==> config.mk <==
export PLATFORM = sky130hd
export DESIGN_NAME = cir_reg_w_pp
export DESIGN_NICKNAME = d
export VERILOG_FILES = /design/src/rtl/cir_reg_pkg.sv /design/src/rtl/cir_bank.sv /design/src/rtl/cir_reg_w_pp.sv
export SDC_FILE = /design/constraint.sdc
export NUM_CORES = 1
export LEC_CHECK = 0
export ABC_AREA = 1
export BUFFER_PORTS_ARGS = -buffer_cell sky130_fd_sc_hd__buf_2
export CAP_MARGIN = 20
export CORE_MARGIN = 3
export CORE_UTILIZATION = 35
export CTS_BUF_LIST = sky130_fd_sc_hd__clkbuf_8
export DETAILED_ROUTE_END_ITERATION = 10
export GPL_ROUTABILITY_DRIVEN = 0
export GPL_TIMING_DRIVEN = 0
export HOLD_SLACK_MARGIN = 0.06
export PLACE_DENSITY_LB_ADDON = 0.2
export SETUP_SLACK_MARGIN = 0.4
export SLEW_MARGIN = 10
export SYNTH_ARGS = -nofsm -noshare
export SYNTH_HDL_FRONTEND = slang
export SYNTH_SLANG_ARGS = --single-unit
==> constraint.sdc <==
create_clock -name clk -period 3.5 [get_ports clk]
set_clock_uncertainty 0.2 [all_clocks]
set_input_delay 0.175 -clock clk [delete_from_list [all_inputs] [get_ports clk]]
set_output_delay 0.175 -clock clk [all_outputs]
set_load 0.005 [all_outputs]
==> src/rtl/cir_reg_pkg.sv <==
`default_nettype none
// ============================================================================
// Module      : cir_reg_pkg
// Description : Shared defaults and encodings for the circular weight
//               register. Holds the default geometry, the rotation
//               direction codes and the weight element type.
// Revision    : 1.0 - initial release
// ============================================================================
package cir_reg_pkg;

  // Default geometry: element width, kernel height (rows), kernel width (ring length)
  localparam int DEF_DW  = 8;
  localparam int DEF_K_H = 3;
  localparam int DEF_K_W = 3;

  // shift_dir encoding
  localparam logic ROT_UP = 1'b0;  // toward higher column index
  localparam logic ROT_DN = 1'b1;  // toward lower column index

  // One weight element at the default width
  typedef logic [DEF_DW-1:0] weight_t;

endpackage : cir_reg_pkg
`default_nettype wire

==> src/rtl/cir_bank.sv <==
`default_nettype none
// ============================================================================
// Module      : cir_bank
// Description : One K_H x K_W weight bank. A load shifts every row toward the
//               higher column index and inserts the new column at column 0.
//               Rotation moves the whole ring one position either way.
// Ports       : clk, rst_n        - clock, async active-low reset
//               i_clr             - synchronous clear of all storage
//               i_load            - insert i_load_data at column 0
//               i_load_data       - column to insert, element i -> row i
//               i_rotate_up       - ring shift toward higher column index
//               i_rotate_dn       - ring shift toward lower column index
//               o_head / o_tail   - column 0 / column K_W-1 taps
// Revision    : 1.0 - initial release
// ============================================================================
module cir_bank
  import cir_reg_pkg::*;
#(
  parameter int DW  = DEF_DW,
  parameter int K_H = DEF_K_H,
  parameter int K_W = DEF_K_W
) (
  input  logic                    clk,
  input  logic                    rst_n,
  input  logic                    i_clr,
  input  logic                    i_load,
  input  logic [K_H-1:0][DW-1:0]  i_load_data,
  input  logic                    i_rotate_up,
  input  logic                    i_rotate_dn,
  output logic [K_H-1:0][DW-1:0]  o_head,
  output logic [K_H-1:0][DW-1:0]  o_tail
);

  logic [K_H-1:0][K_W-1:0][DW-1:0] r_mem;

  // Load and rotate are never requested together by the top; load wins
  // anyway so the bank stays well defined on its own.
  always_ff @(posedge clk or negedge rst_n) begin
    if (!rst_n) begin
      r_mem <= '0;
    end else if (i_clr) begin
      r_mem <= '0;
    end else if (i_load) begin
      for (int i = 0; i < K_H; i++) begin
        for (int j = 1; j < K_W; j++) r_mem[i][j] <= r_mem[i][j-1];
        r_mem[i][0] <= i_load_data[i];
      end
    end else if (i_rotate_up) begin
      for (int i = 0; i < K_H; i++) begin
        for (int j = 1; j < K_W; j++) r_mem[i][j] <= r_mem[i][j-1];
        r_mem[i][0] <= r_mem[i][K_W-1];
      end
    end else if (i_rotate_dn) begin
      for (int i = 0; i < K_H; i++) begin
        for (int j = 0; j < K_W-1; j++) r_mem[i][j] <= r_mem[i][j+1];
        r_mem[i][K_W-1] <= r_mem[i][0];
      end
    end
  end

  generate
    for (genvar i = 0; i < K_H; i++) begin : g_taps
      assign o_head[i] = r_mem[i][0];
      assign o_tail[i] = r_mem[i][K_W-1];
    end
  endgenerate

endmodule : cir_bank
`default_nettype wire

==> src/rtl/cir_reg_w_pp.sv <==
`default_nettype none
// ============================================================================
// Module      : cir_reg_w_pp
// Description : Double-buffered circular weight register. The shadow bank is
//               filled column by column over a valid/ready handshake while
//               the active bank rotates to feed the PE row lanes. The banks
//               swap when the shadow is full and the active bank is free or
//               being released.
// Ports       : clk, rst_n            - clock, async active-low reset
//               clear                 - synchronous clear of all state
//               in_valid/in_ready     - load column handshake
//               in_data               - load column, element i -> row i
//               shift_en / shift_dir  - rotate active bank (0 up, 1 down)
//               bank_release          - consumer done with the active bank
//                                       ("release" is a reserved word)
//               act_valid             - active bank holds valid weights
//               out_head / out_tail   - active column 0 / column K_W-1
//               rot_cnt               - rotation position 0..K_W-1
//               rot_wrap              - pulse: rotation came back to 0
// Revision    : 1.0 - initial release
// ============================================================================
module cir_reg_w_pp
  import cir_reg_pkg::*;
#(
  parameter int DW  = DEF_DW,
  parameter int K_H = DEF_K_H,
  parameter int K_W = DEF_K_W
) (
  input  logic                     clk,
  input  logic                     rst_n,
  input  logic                     clear,
  input  logic                     in_valid,
  output logic                     in_ready,
  input  logic [K_H-1:0][DW-1:0]   in_data,
  input  logic                     shift_en,
  input  logic                     shift_dir,
  input  logic                     bank_release,
  output logic                     act_valid,
  output logic [K_H-1:0][DW-1:0]   out_head,
  output logic [K_H-1:0][DW-1:0]   out_tail,
  output logic [$clog2(K_W)-1:0]   rot_cnt,
  output logic                     rot_wrap
);

  localparam int CW  = $clog2(K_W);
  localparam int CCW = $clog2(K_W + 1);

  localparam logic [CW-1:0]  C_ROT_LAST = CW'(K_W - 1);
  localparam logic [CCW-1:0] C_COL_FULL = CCW'(K_W);

  logic            r_act_sel;
  logic            r_act_valid;
  logic [CCW-1:0]  r_col_cnt;
  logic [CW-1:0]   r_rot_cnt;
  logic            r_rot_wrap;

  logic            w_full;
  logic            w_in_ready;
  logic            w_load;
  logic            w_swap;
  logic            w_rel_empty;
  logic            w_rotate;
  logic [CW-1:0]   w_rot_nxt;

  logic [1:0][K_H-1:0][DW-1:0] w_head;
  logic [1:0][K_H-1:0][DW-1:0] w_tail;

  assign w_full      = (r_col_cnt == C_COL_FULL);
  assign w_in_ready  = !w_full && !clear;
  assign w_load      = in_valid && w_in_ready;
  assign w_swap      = w_full && (!r_act_valid || bank_release);
  // A release with nothing waiting in the shadow just frees the active bank.
  assign w_rel_empty = bank_release && !w_full;
  assign w_rotate    = r_act_valid && shift_en && !w_swap && !w_rel_empty;

  always_comb begin
    w_rot_nxt = r_rot_cnt;
    if (shift_dir == ROT_UP) begin
      w_rot_nxt = (r_rot_cnt == C_ROT_LAST) ? '0 : r_rot_cnt + CW'(1);
    end else begin
      w_rot_nxt = (r_rot_cnt == '0) ? C_ROT_LAST : r_rot_cnt - CW'(1);
    end
  end

  always_ff @(posedge clk or negedge rst_n) begin
    if (!rst_n) begin
      r_act_sel   <= 1'b0;
      r_act_valid <= 1'b0;
      r_col_cnt   <= '0;
      r_rot_cnt   <= '0;
      r_rot_wrap  <= 1'b0;
    end else if (clear) begin
      r_act_sel   <= 1'b0;
      r_act_valid <= 1'b0;
      r_col_cnt   <= '0;
      r_rot_cnt   <= '0;
      r_rot_wrap  <= 1'b0;
    end else begin
      r_rot_wrap <= 1'b0;
      if (w_swap) begin
        r_act_sel   <= ~r_act_sel;
        r_act_valid <= 1'b1;
        r_rot_cnt   <= '0;
        r_col_cnt   <= '0;
      end else begin
        if (w_rel_empty) begin
          r_act_valid <= 1'b0;
        end else if (w_rotate) begin
          r_rot_cnt  <= w_rot_nxt;
          r_rot_wrap <= (w_rot_nxt == '0);
        end
        // in_ready is low whenever a swap is possible, so loads only land here
        if (w_load) r_col_cnt <= r_col_cnt + CCW'(1);
      end
    end
  end

  generate
    for (genvar b = 0; b < 2; b++) begin : g_bank
      localparam logic C_SEL = 1'(b);
      logic w_is_act;
      assign w_is_act = (r_act_sel == C_SEL);

      cir_bank #(
        .DW  (DW),
        .K_H (K_H),
        .K_W (K_W)
      ) u_bank (
        .clk         (clk),
        .rst_n       (rst_n),
        .i_clr       (clear),
        .i_load      (w_load && !w_is_act),
        .i_load_data (in_data),
        .i_rotate_up (w_rotate && w_is_act && (shift_dir == ROT_UP)),
        .i_rotate_dn (w_rotate && w_is_act && (shift_dir == ROT_DN)),
        .o_head      (w_head[b]),
        .o_tail      (w_tail[b])
      );
    end
  endgenerate

  assign in_ready  = w_in_ready;
  assign act_valid = r_act_valid;
  assign out_head  = r_act_valid ? w_head[r_act_sel] : '0;
  assign out_tail  = r_act_valid ? w_tail[r_act_sel] : '0;
  assign rot_cnt   = r_rot_cnt;
  assign rot_wrap  = r_rot_wrap;

endmodule : cir_reg_w_pp
`default_nettype wire

==> impl_metrics.yaml <==
outcome:
  status: "complete, no violations"
cells_and_area:
  antennaDiodeCount: 0
  final_cell_mix: "nand2_1, nand3_1, dfrtp_1"
  layout_commonest_cell: "nand2_1"
  drive_above_1_share_pct: 10.0
  fin_util_pct: 42.1
  nFillCells: 2699
  final_nets: 1575
  area_growth_pct: 17.3
clock_network:
  cts_setup_buffers: 0
  cts_tree: "done"
  hold_buffers: 33
  cts.reportedPaths.clkPinSlew_ps: 90
  htreeDepth: 4
  cts_resized: 0
  cts_sinks: 151
  numCtsBuffers: 17
  root_buffer: "clkbuf_8"
  clockBufferDepth: 2
  clk-insertion-delay-late_ps: 450
setup_path:
  slowest_delay_ps: 540
  timing.rr.start: "r_col_cnt[0]$_DFFE_PN0P_"
  worst_ep_arrival_time_ps: 2390
  worstSetupPathType: "reg -> out"
  worst-path-max-fanout: 10
  cp-start-kind: "register"
  crit_chain: "clkbuf_1 -> clkbuf_1 -> o21ai_0 -> a21oi_1 -> buf_2"
  r2r_end: "g_bank[0].u_bank.o_head[19]$_DFFE_PN0P_"
  cp_slowest_cell: "dfrtp_1"
  crit_top_cell: "clkbuf_1"
  endpoint_kind: "output pin"
  r2r_setup_slack_ps: 780
  r2r_cells: 9
  required_ps: 3120
routing:
  vias_per_cell: 4.99
  firstDrtPassIters: 6
  dr_total_vias: 9395
  ant_nets: 0
  drc: 0
  dr.first_iter.drc_count: 948
  wl_per_cell_um: 17.6
  wirelength_mm: 33.1
global_routing:
  grt_pass1_vias: 9105
  antenna_found_initial: 0
  grt_pass1_wl_mm: 52.1
  grt_use_total_pct: 23.7
  grt_max_degree: 81
  grt_overflow: 0
pwr:
  ir_worst_vdd_mv: 0.192
  leakage_nw: 5.83
  power_w: 0.00450
  p_per_area_nw_per_um2: 421
timing:
  whs_ps: 105
  hold_viol_final: 0
  slew_headroom_pct: 48.9
  timing.setup.tns_ps: 0
  worstMarginPinSlew_ps: 766
  fin_crit_ps: 2770
  timing.final.max_slew_violations: 0
  period_share_pct: 79.1
  rsz0062_at_grt: "false"
  setup_violations: 0
  clock.fmax_mhz: 361
logic_synthesis:
  synth_mux_area_share_pct: 0
  synth_fa_ha_area_share_pct: 0.549
  postSynthAreaPerCell_um2: 6.49
  yosys.area_share.simple_pct: 41.1
  synth_xor_area_share_pct: 0
  syn_nets: 1439
  netlist_instances: 1404
  synth_compound_area_share_pct: 5.87
  synth_top_family_by_area: "simple AND/OR/NAND/NOR gates"
  synth_seq_area_share_pct: 41.4
  ys_types: 24
  synth_seq_cells: 151
  yosys_warnings: 0
  netlist_area_um2: 9120
run:
  cap_violations: 0
placed_design:
  hpwl_mm: 24.4
  portBuffers: 83
die:
  pin_count: 84
  start_util_pct: 35.9
  design.core.area_um2: 25400
  rows: 58
  dieArea_um2: 28000
  die_h_um: 167
  die-width_um: 167
hold_path:
  hp-class: "in -> async"
==> logic make-up (layout without fill, tap and decap cells) <==
logic type,Yosys count,after routing
simple gates,896,896
compound gates,106,106
fa+ha+maj,4,4
buf+inv,247,396
flops,151,151
==> worst max-delay path, delay by kind of cell (launching register included) <==
family,cells,cell delay [ps]
AO/OA/AOI/OAI,2,490
buffers and inverters,3,910
flip-flops,1,540
==> cell usage after synthesis, drive strengths merged <==
master	instances	area, um2
a211oi	1	7.51
a21oi	53	265
nor2	103	397
nand3b	1	7.51
clkbuf	61	229
and3	1	6.26
buf	33	205
o21ai	51	255
dfrtp	151	3780
o21a	1	7.51
inv	153	574
nand4	2	12.5
nand2	518	1950
nand3	271	1370
ha	4	50.1
==> routing by layer <==
metal	routed length (um)	vias to the layer above	track usage, %	part of all wire [%]
met5	0	-	0	0
met4	1440	0	11.1	4.3
met3	1550	76	2.38	4.7
met2	15500	343	37.7	47
met1	14600	4309	32.5	44
li1	-	4667	-	-
==> flip-flops by register name (all words and copies together) (netlist names) <==
| name | count |
|---|---|
| g_bank.w_is_act | 1 |
| rot_cnt | 2 |
| g_bank.u_bank.o_head | 48 |
| act_valid | 1 |
| rot_wrap | 1 |
| r_col_cnt | 2 |
| g_bank.u_bank.r_mem | 48 |
| g_bank.u_bank.o_tail | 48 |
==> how the worst max path moves through the flow <==
| stage | to | cells past startpoint | slack, ps | start |
|---|---|---|---|---|
| finish | out_tail[15] | 5 | 730 | act_valid$_DFFE_PN0P_ |
| global route | out_tail[15] | 5 | 630 | act_valid$_DFFE_PN0P_ |
| CTS | out_tail[15] | 5 | 730 | act_valid$_DFFE_PN0P_ |
| detailed placement | g_bank[1].u_bank.o_tail[17]$_DFFE_PN0P_ | 8 | 1010 | r_col_cnt[0]$_DFFE_PN0P_ |
| global placement | g_bank[1].u_bank.o_head[13]$_DFFE_PN0P_ | 1 | -460 | rst_n |
| floorplan | g_bank[0].u_bank.o_tail[0]$_DFFE_PN0P_ | 8 | 1610 | r_col_cnt[0]$_DFFE_PN0P_ |
==> power breakdown <==
group          internal (W)  switching (W)
Combinational      0.000376       0.000838
Sequential          0.00185      0.0000969
Clock              0.000614       0.000725
==> stage by stage <==
stage          worst slack, ps  cells  cell area (um2)
6_report                   733   1883            10700
5_1_grt                    633   1883            10700
4_1_cts                    727   1883            10700
3_5_place_dp              1010   1818             9980
3_3_place_gp              -457   1817             9940
2_1_floorplan             1610   1404             9120
==> area by class of cell <==
cell class	count	area [um2]	area share (%)
clock inverters	12	103	0.960
flip-flops and latches	151	3780	35.3
inverters	153	574	5.37
plain buffers	94	434	4.06
well taps	330	413	3.86
clock buffers	20	275	2.57
repair buffers	117	783	7.33
multi-input cells	1006	4330	40.5
Power figures use the tool's default switching activity.
